$ cat src/rtl/pattern_detect_ctrl_pkg.sv
// Shared definitions for the windowed pattern detector: state encodings and default widths.
package pattern_detect_ctrl_pkg;

    localparam int PAT_W_DEF = 4;
    localparam int CNT_W_DEF = 8;
    localparam int WIN_W_DEF = 8;

    typedef enum logic [1:0] {
        ST_IDLE = 2'b00,
        ST_RUN  = 2'b01,
        ST_DONE = 2'b10
    } state_t;

endpackage

$ cat src/rtl/pattern_match_shift.sv
// Serial history shift register with fill counter and a combinational pattern comparator.
module pattern_match_shift
    import pattern_detect_ctrl_pkg::*;
#(
    parameter int PAT_W = PAT_W_DEF
) (
    input  logic             clock,
    input  logic             reset,
    input  logic             clr,
    input  logic             shift_en,
    input  logic             in_bit,
    input  logic [PAT_W-1:0] pattern,
    output logic             match
);

    localparam int                FILL_W   = $clog2(PAT_W);
    localparam logic [FILL_W-1:0] FILL_MAX = FILL_W'(PAT_W - 1);

    logic [PAT_W-2:0]  hist_r;
    logic [FILL_W-1:0] fill_r;
    logic [PAT_W-1:0]  cand_s;

    assign cand_s = {hist_r, in_bit};

    // History and fill count; fill stops once a full pattern's worth of history exists.
    always_ff @(posedge clock) begin
        if (reset) begin
            hist_r <= '0;
            fill_r <= '0;
        end else if (clr) begin
            hist_r <= '0;
            fill_r <= '0;
        end else if (shift_en) begin
            hist_r <= cand_s[PAT_W-2:0];
            if (fill_r != FILL_MAX) begin
                fill_r <= fill_r + FILL_W'(1);
            end else begin
                fill_r <= fill_r;
            end
        end else begin
            hist_r <= hist_r;
            fill_r <= fill_r;
        end
    end

    // Mealy compare of the in-flight bit appended to the stored history.
    always_comb begin
        match = 1'b0;
        if (shift_en && (fill_r == FILL_MAX) && (cand_s == pattern)) begin
            match = 1'b1;
        end else begin
            match = 1'b0;
        end
    end

endmodule

$ cat src/rtl/pattern_detect_ctrl.sv
// Windowed controller: arms on start, examines cfg_window valid bits, counts overlapping matches.
module pattern_detect_ctrl
    import pattern_detect_ctrl_pkg::*;
#(
    parameter int PAT_W = PAT_W_DEF,
    parameter int CNT_W = CNT_W_DEF,
    parameter int WIN_W = WIN_W_DEF
) (
    input  logic             clock,
    input  logic             reset,
    input  logic             start,
    input  logic [PAT_W-1:0] cfg_pattern,
    input  logic [WIN_W-1:0] cfg_window,
    input  logic             in_valid,
    input  logic             in_bit,
    output logic             busy,
    output logic             hit,
    output logic             done,
    output logic [CNT_W-1:0] hit_count,
    output logic [WIN_W-1:0] first_hit_pos,
    output logic             any_hit
);

    state_t           state_r;
    state_t           next_s;
    logic [PAT_W-1:0] pat_r;
    logic [WIN_W-1:0] win_r;
    logic [WIN_W-1:0] bit_idx_r;
    logic             accept_s;
    logic             take_s;
    logic             last_s;
    logic             match_s;
    logic             busy_s;
    logic             done_s;

    assign accept_s = (state_r == ST_IDLE) && start;
    assign take_s   = (state_r == ST_RUN) && in_valid;
    assign last_s   = take_s && (bit_idx_r == (win_r - WIN_W'(1)));

    pattern_match_shift #(
        .PAT_W (PAT_W)
    ) u_match (
        .clock    (clock),
        .reset    (reset),
        .clr      (accept_s),
        .shift_en (take_s),
        .in_bit   (in_bit),
        .pattern  (pat_r),
        .match    (match_s)
    );

    // State register.
    always_ff @(posedge clock) begin
        if (reset) begin
            state_r <= ST_IDLE;
        end else begin
            state_r <= next_s;
        end
    end

    // Next-state logic; a zero-length window skips RUN entirely.
    always_comb begin
        next_s = state_r;
        case (state_r)
            ST_IDLE: begin
                if (start) begin
                    next_s = (cfg_window == WIN_W'(0)) ? ST_DONE : ST_RUN;
                end else begin
                    next_s = ST_IDLE;
                end
            end
            ST_RUN: begin
                if (last_s) begin
                    next_s = ST_DONE;
                end else begin
                    next_s = ST_RUN;
                end
            end
            ST_DONE: next_s = ST_IDLE;
            default: next_s = ST_IDLE;
        endcase
    end

    // Output decode: busy/done are looked ahead so their registers align with the state.
    always_comb begin
        busy_s = (next_s == ST_RUN);
        done_s = (next_s == ST_DONE);
        hit    = match_s;
    end

    // Registered status flags.
    always_ff @(posedge clock) begin
        if (reset) begin
            busy <= 1'b0;
            done <= 1'b0;
        end else begin
            busy <= busy_s;
            done <= done_s;
        end
    end

    // Captured configuration, bit index and result registers.
    always_ff @(posedge clock) begin
        if (reset) begin
            pat_r         <= '0;
            win_r         <= '0;
            bit_idx_r     <= '0;
            hit_count     <= '0;
            first_hit_pos <= '0;
            any_hit       <= 1'b0;
        end else if (accept_s) begin
            pat_r         <= cfg_pattern;
            win_r         <= cfg_window;
            bit_idx_r     <= '0;
            hit_count     <= '0;
            first_hit_pos <= '0;
            any_hit       <= 1'b0;
        end else if (take_s) begin
            bit_idx_r <= bit_idx_r + WIN_W'(1);
            if (match_s) begin
                if (hit_count != {CNT_W{1'b1}}) begin
                    hit_count <= hit_count + CNT_W'(1);
                end else begin
                    hit_count <= hit_count;
                end
                if (!any_hit) begin
                    first_hit_pos <= bit_idx_r;
                    any_hit       <= 1'b1;
                end else begin
                    first_hit_pos <= first_hit_pos;
                    any_hit       <= any_hit;
                end
            end else begin
                hit_count     <= hit_count;
                first_hit_pos <= first_hit_pos;
                any_hit       <= any_hit;
            end
        end else begin
            bit_idx_r     <= bit_idx_r;
            hit_count     <= hit_count;
            first_hit_pos <= first_hit_pos;
            any_hit       <= any_hit;
        end
    end

endmodule

$ cat config.mk
export PLATFORM = sky130hd
export DESIGN_NAME = pattern_detect_ctrl
export DESIGN_NICKNAME = d
export VERILOG_FILES = /design/src/rtl/pattern_detect_ctrl_pkg.sv /design/src/rtl/pattern_match_shift.sv /design/src/rtl/pattern_detect_ctrl.sv
export SDC_FILE = /design/constraint.sdc
export NUM_CORES = 1
export LEC_CHECK = 0
export ABC_AREA = 1
export CORE_ASPECT_RATIO = 0.5
export CORE_MARGIN = 3
export CORE_UTILIZATION = 52
export CTS_CLUSTER_SIZE = 8
export DETAILED_ROUTE_END_ITERATION = 12
export GPL_ROUTABILITY_DRIVEN = 0
export PLACE_DENSITY = 0.78
export SYNTH_ARGS = -nofsm -noshare
export SYNTH_HDL_FRONTEND = slang
export SYNTH_HIERARCHICAL = 1
export SYNTH_SLANG_ARGS = --single-unit
export TNS_END_PERCENT = 10
$ cat constraint.sdc
create_clock -name clock -period 2.06 [get_ports clock]
set_input_delay 0.412 -clock clock [delete_from_list [all_inputs] [get_ports clock]]
set_output_delay 0.412 -clock clock [all_outputs]
set_load 0.01 [all_outputs]
==> metrics.txt <==
run status=finished, final reports clean; IO Count=37; Yosys top cell by area=dfxtp_1; async set or reset register ratio after synthesis=0%; H-tree levels=2; peak supply drop=0.288 mV; DR vias/cell=5.26; ANT nets after route=0; vias in the first global route=about 2100; final core utilization=72.5%; Crit path required time=2290 ps; # port buffers=36; worst min-delay path class=in -> reg; initial antenna violation count=0; pre-CTS setup slack=-423 ps; # nets final=385; syn nets=330; max_cap viols=0; Mapped Area=between 0.002 and 0.0025 mm²; share of layout cells above drive strength 1=14.2%; Synth area leaders=dfxtp_1 42%, nand2_1 11%, a21oi_1 7.1%, inv_1 6.5%, nor2_1 6.5%; worst skew pair latency=slightly below 300 ps; crit path launch type=register; leakage power=about 1.2 nW; final total power=1.84 mW; Hold Crit Depth=3; first-pass GRT wire length=9240 µm; Num CTS Buffers=5; CP max FO=4; Cells after Synth=309; RSZ-0062 raised after global routing=yes; min Tclk post-route=between 1500 and 2000 ps; row count=16; Power Density=637 mW/mm²; Die Ht=52.0 µm; DRT Pass-1 Iters=4; Starting Density=55.2%; Max Clock Freq=521 MHz; switching share of power=25.7%; number of diodes=0; CTS Hold Buffers Added=0; worst reg-to-reg path cell count=16; Final WS setup=139 ps; Tightest Pin Transition=409 ps; Flop pwr share=50.9%; Initial DRC Count=118; CTS sink count=46; pin count of the biggest net entering global routing=19; TritonCTS clock tree=yes; setup_tns=0 ps; Bufs on Longest Clock Path=2; final count of hold timing violations=0; Residual DRC=0; Yosys top cell area share=between 40% and 50%; biggest cell delay along the critical path=330 ps; cell internal pwr=between 1 and 1.5 mW; Min Hold Slack=421 ps; Area Growth Syn to Fin=31.4%; die width=between 90 and 100 µm; Clock Pin Slew Worst Setup and Hold Paths=80 ps; All-Layer GR Usage=22.7%; DR vias=2204; final max-slew violation count=0; ys flop type=dfxtp_1; CP cell instances=inv_2, nand2_4, nor2_8, nand2_2, nor2_1, nand2_1, nor2_2, buf_6, nand2_4, a21oi_4, inv_2, nor2_4, nand3_2, o21bai_2, inv_1, nor2_1; Die ar.=0.00509 mm²; Post-Route WL=5420 µm; Syn. warnings=6; r2r setup slk=140 ps; CTS root buf=clkbuf_8; logic gate share of total power=14.8%; setup violators final=0; CP endpoint kind=register; clock group share of total power=34.3%; FF+latch count, synth=46; critical path class=reg -> reg; final worst-path cycle share=between 90% and 100%; Seq/Total Area, Yosys=41.9%; NetSw=about 0.47 mW; DPL Wire Length=4040 µm; Core Region=0.00398 mm²; post-synth cell types=30; Crit-path slowest cell=dfxtp_2; Layout Skew=2.18 ps; Post-synth EDFFs=0; grt total ovfl=0; drt wl/cell=12.9 µm; Mean Syn Cell Area=7.11 µm²; Rel. slew slack=between 70% and 80%; arrival time worst endpoint=2160 ps
state kept, by name, indices dropped and copies added, names as in the netlist:
name / flops
any_hit: 1
first_hit_pos: 8
state_r: 2
u_match/hist_r: 3
done: 1
pat_r: 4
busy: 1
bit_idx_r: 8
hit_count: 8
win_r: 8
u_match/fill_r: 2
critical path: cells and delay by family, from the launching register on:
kind | cells | cell delay [ps]
simple gates | 10 | 890
flops | 1 | 330
compound gates | 2 | 310
buf+inv | 4 | 320
through the flow:
step / std cells / instance area [µm²]
after floorplan: 309 / 2200
after global routing: 419 / 2890
after detailed placement: 407 / 2700
final: 419 / 2890
after global placement: 407 / 2700
after CTS: 415 / 2820
area by class of cell:
type	instances	area, µm²
Multi-Input combinational cell	217	1140
Fill cell	324	1100
Sequential cell	46	926
Timing Repair Buffer	53	492
Inverter	41	154
Clock buffer	8	110
Tap cell	54	67.6
synth_stat cells (2+ instances only):
cell type	n
xor2_1	3
nor2_1	38
a21oi_1	31
nand2_2	2
inv_2	3
nor2_4	3
or2_2	2
o21ai_0	21
ha_1	4
a211oi_1	8
inv_1	38
clkbuf_1	3
nor3_1	4
nand4_1	5
nand3_1	18
nor4_1	2
nand2_1	66
dfxtp_1	46
cell families after synthesis:
| group | after synthesis | synth area share [%] |
|---|---|---|
| buf+inv | 46 | 7.91 |
| flops | 46 | 41.9 |
| fa+ha+maj | 4 | 2.28 |
| xor+xnor | 4 | 1.59 |
| simple gates | 146 | 30.5 |
| compound gates | 63 | 15.8 |
final timing paths:
kind	endpoint	from
setup / recovery	hit_count[7]	state_r[1]
hold / removal	u_match/hist_r[0]	in_bit
setup reg to reg	hit_count[7]	state_r[1]
hold reg to reg	pat_r[0]	pat_r[0]
per-layer routing:
metal	vias up	part of all wire (%)	track usage [%]
met5	-	0	0
met4	0	1.1	6.67
met3	10	6.3	6.29
met2	66	47	41.0
met1	1014	45	26.9
li1	1114	-	-
timing repair:
item                                    in CTS  in global routing
gates resized for setup                      8                 13
endpoints found under the hold margin        0                  0
buffers inserted                             0                  4
endpoints found under the setup margin       9                 15
pin swaps                                    0                  8
gates cloned                                 0                  0
power by group through the flow:
stage / sequential, mW / clock, mW / combinational, mW
global placement: 0.954 / 0 / 0.252
detailed placement: 0.954 / 0 / 0.262
floorplan: 0.951 / 0 / 0.176
CTS: 0.934 / 0.647 / 0.265
finish: 0.936 / 0.631 / 0.272
global route: 0.939 / 0.683 / 0.309
cell usage in the layout, fill, tap and decap left out:
| cell | count |
|---|---|
| nand2b_1 | 1 |
| a21oi_1 | 31 |
| nor2_1 | 37 |
| xor2_1 | 3 |
| nor4_1 | 2 |
| inv_1 | 36 |
| o21ai_1 | 1 |
| dlymetal6s2s_1 | 2 |
| ha_1 | 3 |
| nand3_1 | 18 |
| or2_2 | 2 |
| nor3b_1 | 1 |
| o21bai_2 | 1 |
| nor3_2 | 1 |
| ha_4 | 1 |
| nor2_2 | 1 |
| buf_6 | 1 |
| nor2_4 | 3 |
| o21ai_0 | 20 |
| nand2_4 | 2 |
| dfxtp_2 | 4 |
| buf_2 | 1 |
| clkdlybuf4s50_1 | 33 |
| dfxtp_1 | 42 |
| xnor2_1 | 1 |
| a21oi_4 | 1 |
| clkbuf_8 | 8 |
| o21a_1 | 1 |
| nand4_1 | 5 |
| nand2_2 | 2 |
| buf_4 | 16 |
| nor3_1 | 3 |
| nand3_2 | 1 |
| inv_2 | 5 |
| a211oi_1 | 8 |
| nand2_1 | 65 |
| nor3b_2 | 1 |
| nor2_8 | 1 |
No activity file was read; power rests on OpenSTA's default activity.
